[src/rtl/fft_buf_pkg.sv]
// Shared types and helpers for the FFT frame buffer controller.
// The frame state enum, output FIFO depth and write-address bit reversal live here.
package fft_buf_pkg;

    typedef enum logic [1:0] {
        LOAD   = 2'd0,
        HOLD   = 2'd1,
        UNLOAD = 2'd2
    } state_t;

    localparam int FIFO_DEPTH = 2;

    // Widest address the bit-reverse helper handles
    localparam int MAX_AW = 16;

    // Reverse the low aw bits of k; bits at and above aw come back as zero
    function automatic logic [MAX_AW-1:0] bitrev(input logic [MAX_AW-1:0] k, input int aw);
        logic [MAX_AW-1:0] r;
        r = '0;
        for (int i = 0; i < MAX_AW; i++) begin
            if (i < aw) begin
                r[i] = k[aw-1-i];
            end
        end
        return r;
    endfunction

endpackage

[src/rtl/fft_buf_skid.sv]
// Two-entry output FIFO for the unload path.
// Each entry holds {last, real, imag}. Reads are issued only when a slot is
// guaranteed to be free, so push never meets a full FIFO.
module fft_buf_skid
    import fft_buf_pkg::*;
#(
    parameter int W = 33
) (
    input  logic         clk,
    input  logic         rst,
    input  logic         push,
    input  logic [W-1:0] push_data,
    input  logic         pop,
    output logic         valid,
    output logic [W-1:0] head,
    output logic [1:0]   count
);

    logic [W-1:0] mem [FIFO_DEPTH];
    logic         wr_ptr;
    logic         rd_ptr;
    logic [1:0]   cnt;
    logic         pop_en;

    assign pop_en = pop && (cnt != 2'd0);
    assign valid  = (cnt != 2'd0);
    assign head   = mem[rd_ptr];
    assign count  = cnt;

    // Storage array; its contents are meaningless while cnt is zero, so it has no reset
    always_ff @(posedge clk) begin
        if (push) begin
            mem[wr_ptr] <= push_data;
        end
    end

    // Pointers and occupancy; reset flushes the FIFO
    always_ff @(posedge clk) begin
        if (rst) begin
            wr_ptr <= 1'b0;
            rd_ptr <= 1'b0;
            cnt    <= 2'd0;
        end else begin
            if (push) begin
                wr_ptr <= ~wr_ptr;
            end
            if (pop_en) begin
                rd_ptr <= ~rd_ptr;
            end
            cnt <= cnt + 2'(push) - 2'(pop_en);
        end
    end

endmodule

[src/rtl/fft_buf_ctrl.sv]
// Frame controller that owns port A of the complex sample RAM.
// The controller loads a frame, holds it for the FFT engine, then unloads it
// in natural order. Defining FFT_BUF_BITREV_EN makes the load write in
// bit-reversed address order for DIT input. Without that macro the load
// writes in natural order.
//
// Handshakes: a beat transfers on a rising clk edge where valid and ready are
// both high. Once valid is raised it stays high, and the payload stays
// constant, until that transfer happens. ready may depend combinationally on
// state but never on valid.
module fft_buf_ctrl
    import fft_buf_pkg::*;
#(
    parameter int ADDR_W = 12,
    parameter int DW     = 16
) (
    input  logic              clk,
    input  logic              rst,
    input  logic              s_valid,
    output logic              s_ready,
    input  logic [DW-1:0]     s_real,
    input  logic [DW-1:0]     s_imag,
    output logic              ram_we,
    output logic [ADDR_W-1:0] ram_addr,
    output logic [DW-1:0]     ram_din_real,
    output logic [DW-1:0]     ram_din_imag,
    input  logic [DW-1:0]     ram_dout_real,
    input  logic [DW-1:0]     ram_dout_imag,
    output logic              frame_ready,
    input  logic              proc_done,
    output logic              m_valid,
    input  logic              m_ready,
    output logic [DW-1:0]     m_real,
    output logic [DW-1:0]     m_imag,
    output logic              m_last,
    output state_t            dbg_state
);

    localparam int              N        = 2**ADDR_W;
    localparam logic [ADDR_W:0] N_CNT    = (ADDR_W+1)'(N);
    localparam logic [ADDR_W:0] LAST_CNT = (ADDR_W+1)'(N-1);
    localparam int              FW       = 1 + 2*DW;

    state_t              state_q;
    state_t              state_d;
    logic [ADDR_W:0]     wr_cnt;
    logic [ADDR_W:0]     rd_cnt;
    logic                inflight_q;
    logic                last_q;
    logic [ADDR_W-1:0]   wr_addr;
    logic                in_hs;
    logic                out_hs;
    logic                issue;
    logic [2:0]          occ;
    logic                fifo_valid;
    logic [FW-1:0]       fifo_head;
    logic [1:0]          fifo_count;

`ifdef FFT_BUF_BITREV_EN
    assign wr_addr = ADDR_W'(bitrev(MAX_AW'(wr_cnt[ADDR_W-1:0]), ADDR_W));
`else
    assign wr_addr = wr_cnt[ADDR_W-1:0];
`endif

    assign dbg_state = state_q;
    assign m_real    = fifo_head[2*DW-1:DW];
    assign m_imag    = fifo_head[DW-1:0];

    // Read data arrives one cycle after the address, so push it alongside the last flag captured at issue
    fft_buf_skid #(
        .W (FW)
    ) u_skid (
        .clk       (clk),
        .rst       (rst),
        .push      (inflight_q),
        .push_data ({last_q, ram_dout_real, ram_dout_imag}),
        .pop       (out_hs),
        .valid     (fifo_valid),
        .head      (fifo_head),
        .count     (fifo_count)
    );

    // Frame state register
    always_ff @(posedge clk) begin
        if (rst) begin
            state_q <= LOAD;
        end else begin
            state_q <= state_d;
        end
    end

    // Next state, RAM port A drive and stream handshakes; every output is quiet while rst is high
    always_comb begin
        state_d      = state_q;
        s_ready      = 1'b0;
        ram_we       = 1'b0;
        ram_addr     = '0;
        ram_din_real = '0;
        ram_din_imag = '0;
        frame_ready  = 1'b0;
        m_valid      = 1'b0;
        m_last       = 1'b0;
        in_hs        = 1'b0;
        out_hs       = 1'b0;
        issue        = 1'b0;
        occ          = 3'(fifo_count) + 3'(inflight_q);
        if (!rst) begin
            case (state_q)
                LOAD: begin
                    s_ready = 1'b1;
                    in_hs   = s_valid;
                    if (in_hs) begin
                        ram_we       = 1'b1;
                        ram_addr     = wr_addr;
                        ram_din_real = s_real;
                        ram_din_imag = s_imag;
                        if (wr_cnt == LAST_CNT) begin
                            state_d = HOLD;
                        end
                    end
                end
                HOLD: begin
                    frame_ready = 1'b1;
                    if (proc_done) begin
                        state_d = UNLOAD;
                    end
                end
                UNLOAD: begin
                    m_valid = fifo_valid;
                    m_last  = fifo_valid && fifo_head[FW-1];
                    out_hs  = m_valid && m_ready;
                    // Keep buffered plus in-flight samples at or below the FIFO depth after this cycle's pop
                    issue   = (rd_cnt < N_CNT) && ((occ - 3'(out_hs)) < 3'(FIFO_DEPTH));
                    if (issue) begin
                        ram_addr = rd_cnt[ADDR_W-1:0];
                    end
                    if (out_hs && m_last) begin
                        state_d = LOAD;
                    end
                end
                default: begin
                    state_d = LOAD;
                end
            endcase
        end
    end

    // Write/read counters and the one-deep record of an outstanding RAM read
    always_ff @(posedge clk) begin
        if (rst) begin
            wr_cnt     <= '0;
            rd_cnt     <= '0;
            inflight_q <= 1'b0;
            last_q     <= 1'b0;
        end else begin
            if (in_hs) begin
                wr_cnt <= (wr_cnt == LAST_CNT) ? '0 : wr_cnt + 1'b1;
            end
            if (state_q == HOLD && proc_done) begin
                rd_cnt <= '0;
            end else if (issue) begin
                rd_cnt <= rd_cnt + 1'b1;
            end
            inflight_q <= issue;
            last_q     <= issue && (rd_cnt == LAST_CNT);
        end
    end

endmodule

[config.mk]
export PLATFORM = sky130hd
export DESIGN_NAME = fft_buf_ctrl
export DESIGN_NICKNAME = d
export VERILOG_FILES = /design/src/rtl/fft_buf_pkg.sv /design/src/rtl/fft_buf_skid.sv /design/src/rtl/fft_buf_ctrl.sv
export SDC_FILE = /design/constraint.sdc
export NUM_CORES = 1
export LEC_CHECK = 0
export ABC_AREA = 0
export CORE_ASPECT_RATIO = 0.7
export CORE_MARGIN = 1.5
export CORE_UTILIZATION = 41
export DETAILED_ROUTE_END_ITERATION = 12
export PLACE_DENSITY = 0.8
export SETUP_SLACK_MARGIN = 0.2
export SYNTH_ARGS = -nofsm -noshare
export SYNTH_HDL_FRONTEND = slang
export SYNTH_SLANG_ARGS = --single-unit
[constraint.sdc]
create_clock -name clk -period 4.2 [get_ports clk]
set_clock_uncertainty 0.05 [all_clocks]
set_input_delay 1.26 -clock clk [delete_from_list [all_inputs] [get_ports clk]]
set_output_delay 1.26 -clock clk [all_outputs]
set_load 0.05 [all_outputs]
Word level (Yosys, flattened, before mapping) --
Memory sizes are Yosys's and may differ from the RTL's. A register that Yosys moved wholly into a read port is not among the register bits. Index checks and enable logic that the tools add are counted. Widths: inputs -> output; s select.
Operators by class: add/subtract/negate cells 6, magnitude comparators 2, equality and inequality tests 8, muxes and demuxes 37, bitwise operators 2, reductions and logical operators 11
Operator list (number):
- $mux 16 | 6
- $mux 12 | 3
- $add 13x1->13 const B | 2
- $eq 13x12->1 const B | 2
- $pmux 12 s2 | 1
- $mux 1 | 21
- $lt 13x13->1 const B | 1
- $mux 13 | 1
- $mux 2 | 4
- $ne 2x2->1 const B | 4
- $logic_and 1x1->1 | 7
- $pmux 2 s3 | 1
- $reduce_and 4->1 | 1
- $add 2x1->3 | 1
- $lt 3x2->1 const B | 1
- $sub 3x1->3 | 1
- $add 2x1->2 | 1
- $eq 2x1->1 const B | 1
- $eq 2x2->1 const B | 1
- $logic_not 2->1 | 1
- $not 1->1 | 2
- $reduce_bool 2->1 | 1
- $reduce_or 2->1 | 1
- $sub 2x1->2 | 1
Storage, ports and cells: register bits after elaboration 34, memory bits (writable) 66, input bits 69, output and inout bits 83, word-level logic and storage cells 75, memories kept 1
Memories:
- u_skid.mem | words 2, width 33, rd ports 1, clocked after memory_dff 1, write ports 1, line fft_buf_skid.sv:19 | logic [W-1:0] mem [FIFO_DEPTH];

Logic depth before layout (Yosys ltp) --
Gate-level depths: netlist of the first run.
depth in word-level cells 8, depth in mapped cells 9, mapped depth without buffers 8

Hierarchy --
From an unflattened synthesis of the first run, not the netlist that was laid out.
Second synthesis, totals: cell total of the unflattened synthesis 357, area total of the unflattened synthesis 4683.2 um^2
Modules (own cells, without submodules):
- fft_buf_skid | times used 1, cells an instance 125, area an instance 2773.9 um^2, sequential area each 2082.0 um^2
- fft_buf_ctrl | times used 1, cells an instance 232, area an instance 1909.3 um^2, sequential area each 600.6 um^2

Least setup slack after synthesis of the first run --
Ideal clock, no wire load.
path kind input port to output port, start in m_ready, end out ram_addr[6], arrival 3.689 ns, slack -0.799 ns, cell stages on the path 8, buffers on the path 1, cell sequence and3_1 -> o21ai_0 -> fa_1 -> nand4bb_1 -> nor2_1 -> clkbuf_1 -> nand2_1 -> a21oi_1
Between the ends: cells in the longest elaborated chain, start to end 7
Ends and longest elaborated chain:
- start, declared | line fft_buf_ctrl.sv:32 | input logic m_ready,
- $logic_and 1x1->1 | line fft_buf_ctrl.sv:131 | out_hs = m_valid && m_ready;
- $sub 3x1->3 | line fft_buf_ctrl.sv:133 | issue = (rd_cnt < N_CNT) && ((occ - 3'(out_hs)) < 3'(FIFO_DEPTH));
- $lt 3x2->1 | line fft_buf_ctrl.sv:133
- $logic_and 1x1->1 | line fft_buf_ctrl.sv:133
- $mux 12 | line fft_buf_ctrl.sv:134 | if (issue) begin
- $pmux 12 s2 | line fft_buf_ctrl.sv:108 | case (state_q)
- $mux 12 | line fft_buf_ctrl.sv:107 | if (!rst) begin
- end, declared | line fft_buf_ctrl.sv:24 | output logic [ADDR_W-1:0] ram_addr,
No other way between the ends.

Worst setup path after layout of the first run --
start in m_ready, end out ram_addr[3]
Same word-level chain as after synthesis.

==> results.cfg, run 1 <==
[cells_and_area]
post-route-cell-area_mm2 = 0.00715
drive_above_1_share = 0.310
area_delta_synth_final_pct = 61.9
num_antenna_cells = 0
layoutNonFillerInstCount = 658
layout.nets = 595
layout_common_cells = clkdlybuf4s50_1 (101), edfxtp_1 (66), buf_12 (44)
layout_commonest_cell = clkdlybuf4s50_1
final_util = 0.688

[floorplanning]
die_area_mm2 = 0.0114
die_y_um = 89.9
core-area_mm2 = 0.0104
initial_core_util = 0.425
io_pins = 152
die_w_um = 127
fp-row-count = 31

[sta]
hold_violations = 0
rsz0062_at_grt = yes
max_freq_ghz = 0.228
timing.hold.ws_ps = 384
slew_headroom = 0.348
period_minus_slack_ps = 4390
setup_viol = 12
finalSetupTns_ps = -2160
tightest_slew_ps = 975
drv_slew = 0
fin_crit_sh = 1.05
fin_ws_ps = -190

[worst_setup_path]
endpoint_kind = output pin
critical_path_peak_fanout = 7
rr_worst_depth = 8
cp-startpoint = m_ready
cp_data_arrival_time_ps = 3080
r2r_slack_ps = 1300
timing.rr.start = u_skid.count[1]$_SDFF_PP0_
endpoint = ram_addr[3]
critPathKind = in2out
start_kind = input pin
required_ps = 2890
r2r_end = rd_cnt[12]$_SDFFE_PP0P_

[pwr]
pwr-share-clk = 0.396
power_switching_mw = 0.475
power_density_mw_per_mm2 = 297
vdd_drop_max_uv = 195
finalPower_mw = 2.12
p_int_mw = 1.65
swShare = 0.224
p_comb_frac = 0.105
leakagePower_nw = 2.50
seq_power_share = 0.499

[placement]
placedCellCount = 637
portBuffers = 151
place_ws_ps = -620
finalWeightedCongestion = 0.816
placed_cell_area_mm2 = 0.00669
dp_hpwl_um = 8070

[yosys]
synth_edf_count = 66
synth_xor_area_frac = 0.0476
ys_ff_latch = 101
synth_mux_area_frac = 0.0884
ys_warn_count = 0
synth_ff_type = edfxtp_1
async_flop_share = 0
syn-instance-count = 357
synth_fa_ha_area_frac = 0.0159
synth_area_per_cell_um2 = 12.4
syn_area_mm2 = 0.00442
synth_top_family_by_area = simple AND/OR/NAND/NOR gates
yosysSeqAreaShare = 0.607
synth_compound_area_frac = 0.0411
synth_fp_nets = 431
ys_types = 43
synth_simple_gate_area_frac = 0.176

[clock_network]
clkLatencyLatePin_ps = 350
htreeDepth = 3
clk_pin_slew_ps = 60
cts_buffer_depth = 2
cts_root_buffer = clkbuf_16
cts.sinks = 101
numCtsBuffers = 9
hold_buffers = 0
cts_tree = yes

[min_path]
min_path_type = reg2reg

[grt]
grt_pass1_vias = 3433
grt_usage = 0.204
grt_max_degree = 35
antenna_found_initial = 0
grt_pass1_wl_um = 18000
grt_overflow_total = 0

[route]
drc = 0
wl_um = 11200
wl_met1_um = 4790
top_layer_used = met4
ant_nets = 0
drt_iter0_drc = 207
drt-wirelength-per-cell_um = 17.0
vias = 3383
detail_route.first_pass.iterations = 4
wl_met2_um = 5560
viasPerCell = 5.14
dr_wl_met3_um = 687

[outcome]
violations = setup timing
status = finished, violations left

[flow_run]
max_cap_violations = 0
## power groups by stage
stage                     Clock (mW)  Sequential, mW  Combinational [mW]
final                          0.841            1.06               0.224
after global routing           0.899            1.06               0.234
after CTS                      0.858            1.06               0.224
after detailed placement           0            1.08               0.221
after global placement             0            1.08               0.216
after floorplan                    0            1.08              0.0845
## synth_stat cells, drive strengths merged (2+ instances only)
library cell | n | area (µm²)
mux2i | 3 | 30.0
nand3b | 2 | 15.0
o31ai | 2 | 15.0
xnor2 | 14 | 123
o21ai | 5 | 25.0
nand2 | 7 | 26.3
nand4 | 9 | 56.3
a21oi | 6 | 30.0
xor2 | 10 | 87.6
nor3b | 3 | 22.5
buf | 4 | 20.0
nand2b | 3 | 18.8
and2 | 34 | 213
dfxtp | 35 | 701
ha | 4 | 50.1
nor2b | 2 | 12.5
clkbuf | 14 | 52.6
or4b | 2 | 20.0
nand3 | 8 | 40.0
or3 | 4 | 25.0
edfxtp | 66 | 1980
and3 | 2 | 12.5
inv | 8 | 30.0
nor4 | 8 | 62.6
nor3 | 7 | 35.0
mux2 | 32 | 360
nor2 | 39 | 154
a22oi | 11 | 82.6
## cell families (layout without fill, tap and decap cells)
group                    Yosys count  count (layout)
flip-flops                       101             101
XOR/XNOR                          24              24
AND/OR/NAND/NOR                  137             137
AO/OA/AOI/OAI                     28              28
buffers and inverters             27             196
adder cells (fa/ha/maj)            5               5
multiplexers                      35              35
## final cells by class
type                    instances  area, µm²
clock buffers                  10        229
clock inverters                 6       77.6
fillers                       725       3240
inverters                       9       33.8
multi-input cells             229       1840
flip-flops and latches        101       2680
well taps                     132        165
repair buffers                171       2120
## worst max-delay path: stages
cell and delay [ps]:
buf_8 100, and3_4 170, buf_6 110, fa_1 490, nand4bb_1 190, nor2_4 180
buf_6 120, buf_12 120, a22oi_2 70, nor2_4 120, buf_12 140
## how the worst min path moves through the flow
stage	end	cells past startpoint	startpoint	slack [ps]
floorplan	u_skid.mem[0][32]$_DFFE_PP_	0	last_q$_SDFF_PP0_	350
detailed placement	u_skid.mem[0][32]$_DFFE_PP_	0	last_q$_SDFF_PP0_	370
finish	u_skid.mem[0][32]$_DFFE_PP_	0	last_q$_SDFF_PP0_	380
global route	u_skid.mem[0][32]$_DFFE_PP_	0	last_q$_SDFF_PP0_	400
global placement	u_skid.mem[0][32]$_DFFE_PP_	0	last_q$_SDFF_PP0_	360
CTS	u_skid.mem[0][32]$_DFFE_PP_	0	last_q$_SDFF_PP0_	380
## state kept, by name, indices dropped and copies added, names as in the netlist, named ones only
register and flops:
dbg_state 2, inflight_q 1, last_q 1, rd_cnt 13, u_skid.count 2, u_skid.mem 66
u_skid.rd_ptr 1, u_skid.wr_ptr 1, wr_cnt 13
## repair_timing
action                                  CTS  global route
pin swaps                                16            17
cloned                                    1             0
resized for setup                        22             3
setup buffers                             3             1
endpoints found under the setup margin   46            48
## per-layer routing
layer / vias to the layer above / GRT usage
met3: 13 / 0.0643
li1: 1611 / -
met4: 0 / 0.0549
met5: - / 0
met2: 110 / 0.343
met1: 1649 / 0.255
Power figures use the tool's default switching activity.
==> run 2: changes to the inputs <==
--- a/config.mk
+++ b/config.mk
@@ -5,13 +5,14 @@
 export SDC_FILE = /design/constraint.sdc
 export NUM_CORES = 1
 export LEC_CHECK = 0
-export ABC_AREA = 0
+export ABC_AREA = 1
 export CORE_ASPECT_RATIO = 0.7
 export CORE_MARGIN = 1.5
-export CORE_UTILIZATION = 41
+export CORE_UTILIZATION = 42
 export DETAILED_ROUTE_END_ITERATION = 12
-export PLACE_DENSITY = 0.8
+export PLACE_DENSITY = 0.81
 export SETUP_SLACK_MARGIN = 0.2
 export SYNTH_ARGS = -nofsm -noshare
 export SYNTH_HDL_FRONTEND = slang
 export SYNTH_SLANG_ARGS = --single-unit
+export TNS_END_PERCENT = 5
==> run 2 against run 1 <==
The run still ends with setup timing left. Combinational power increased by 2%. Total power shrank 2.2%. Non-clock buffer count shrank 8. Fmax grew 1.9%. Cell count rose by 20%. Clock power down 5.8%. Wire length increased by 9.1%. Sequential power is essentially flat. Register-to-register slack improved by 400 ps. Highest routed layer unchanged.
==> results.cfg, run 2 <==
[worst_setup_path]
critPathKind = in2out
required_ps = 2890
crit_path_frequent_cell = inv_2
cp_num_buf_inv = 6
slowest_delay_ps = 490
cpMaxStageDelayCell = fa_1
path_cells = buf_8, o21ai_4, inv_2, nand2_2, buf_6, inv_2, fa_1, nand2_1, nor2_2, nand2_4, clkinv_8, nand2_8, a21oi_4, buf_12
start_kind = input pin
critical_path_peak_fanout = 7
r2r_slack_ps = 1700
crit_family = buffers and inverters
endpoint_kind = output pin
cp_data_arrival_time_ps = 3000

[flow_run]
max_cap_violations = 0

[cells_and_area]
layout_commonest_cell = clkdlybuf4s50_1
seqCellArea_mm2 = 0.00268
multiInputGateArea_mm2 = 0.00190
largest_register_ffs = 66
layout_common_cells = clkdlybuf4s50_1 (99), nor2_1 (75), nand2_1 (66), edfxtp_1 (66), inv_1 (63)
final_util = 0.702
reg.largest.list = u_skid.mem: 66 flops, rd_cnt: 13 flops, wr_cnt: 13 flops
post-route-cell-area_mm2 = 0.00740
drive_above_1_share = 0.241
num_antenna_cells = 0
area_delta_synth_final_pct = 59.5
fill_cells = 776
layout.nets = 711
regMostFlops = u_skid.mem

[sta]
max_freq_ghz = 0.232
tightest_slew_ps = 992
fin_ws_ps = -109
rsz0062_at_grt = yes
hold_violations = 0
timing.hold.ws_ps = 395
period_minus_slack_ps = 4310
slew_headroom = 0.337
fin_crit_sh = 1.03
drv_slew = 0
setup_viol = 12

[yosys]
synth_common_cells = nand2_1 (77), nor2_1 (77), edfxtp_1 (66), inv_1 (65), dfxtp_1 (35)
ys_ff_latch = 101
async_flop_share = 0
synth_fp_nets = 550
syn_area_mm2 = 0.00464
synth.area.top_cells = edfxtp_1 (43%), dfxtp_1 (15%), mux2_2 (7.8%)
yosys.area.top_type = edfxtp_1
ys_types = 33
synth_edf_count = 66
ys_warn_count = 0
syn-instance-count = 476
yosysTopAreaCellShare = 0.427
yosysSeqAreaShare = 0.578
synth_area_per_cell_um2 = 9.75
synth_ff_type = edfxtp_1

[clock_network]
cts_buffer_depth = 2
numCtsBuffers = 9
clkLatencyLatePin_ps = 340
cts_tree = yes
cts_root_buffer = clkbuf_16
hold_buffers = 0
clk_pin_slew_ps = 70
htreeDepth = 3
cts.sinks = 101

[floorplanning]
core-area_mm2 = 0.0106
initial_core_util = 0.440
io_pins = 152
die_area_mm2 = 0.0117
fp-row-count = 31
die_w_um = 129
die_y_um = 91.0

[grt]
grt_overflow_total = 0
met3_usage = 0.0849
antenna_found_initial = 0
grt_pass1_vias = 4032
grt_pass1_wl_um = 19800
busiest_layer = met2
met1_usage = 0.253
grt_max_degree = 36
use_met2 = 0.379
grt_usage = 0.219

[route]
viasPerCell = 4.89
ant_nets = 0
drt-wirelength-per-cell_um = 15.4
wl_um = 12200
detail_route.first_pass.iterations = 5
drc = 0
vias = 3862
drt_iter0_drc = 269

[placement]
placed_cell_area_mm2 = 0.00691
portBuffers = 151
finalWeightedCongestion = 0.890
dp_hpwl_um = 9050
place_ws_ps = -706

[pwr]
leakagePower_nw = 2.90
power_density_mw_per_mm2 = 281
finalPower_mw = 2.08
vdd_drop_max_uv = 193

[min_path]
min_path_type = reg2reg

[outcome]
status = finished, violations left
violations = setup timing
==> run 2: path summary, 6_finish.rpt <==
path	from	end	depth (start not counted)
worst max register to register	u_skid.count[1]$_SDFF_PP0_	rd_cnt[10]$_SDFFE_PP0P_	14
worst min-delay path	last_q$_SDFF_PP0_	u_skid.mem[1][32]$_DFFE_PP_	0
worst max-delay path	m_ready	ram_addr[0]	14
worst min register to register	last_q$_SDFF_PP0_	u_skid.mem[1][32]$_DFFE_PP_	0
==> run 2: metrics by stage <==
| step | std cells | TNS (ps) |
|---|---|---|
| detailed placement | 769 | -8090 |
| global route | 790 | -1900 |
| CTS | 787 | -1820 |
| floorplan | 476 | -834 |
| finish | 790 | -1080 |
| global placement | 769 | -6860 |
==> run 2: repair_timing <==
item                                    in CTS  in global routing
endpoints found under the setup margin      12                 36
gates cloned                                 1                  0
pin swaps                                   11                 14
resized for setup                           28                 25
buffers inserted                             1                  3
==> run 2: kinds of logic (layout without fill, tap and decap cells) <==
kind of cell,Yosys count,after routing,share of synthesized area
adders and majority gates,5,5,0.0151
AOI/OAI and AO/OA,42,42,0.0472
and+or+nand+nor,201,201,0.188
buffers and inverters,82,248,0.0698
muxes,32,32,0.0776
xor gates and xnor gates,13,13,0.0245
DFF,101,101,0.578
==> run 2: area by class of cell <==
class / count / area share
Timing Repair Buffer: 163 / 0.279
Multi-Input combinational cell: 293 / 0.256
Inverter: 68 / 0.0367
Clock inverter: 7 / 0.00845
Timing Repair inverter: 1 / 0.00152
Clock buffer: 9 / 0.0304
Sequential cell: 101 / 0.363
Tap cell: 148 / 0.0250
==> run 2: power by group <==
group | internal [mW] | switching (mW)
logic | 0.116 | 0.112
registers | 1.06 | 0.00189
clock network | 0.414 | 0.378
==> run 2: metal layers <==
metal	wire (µm)	vias to the layer above	share of wire
met1	4780	1792	0.39
li1	-	1885	-
met2	6100	173	0.50
met4	126	0	0.010
met3	1180	12	0.097
met5	0	-	0
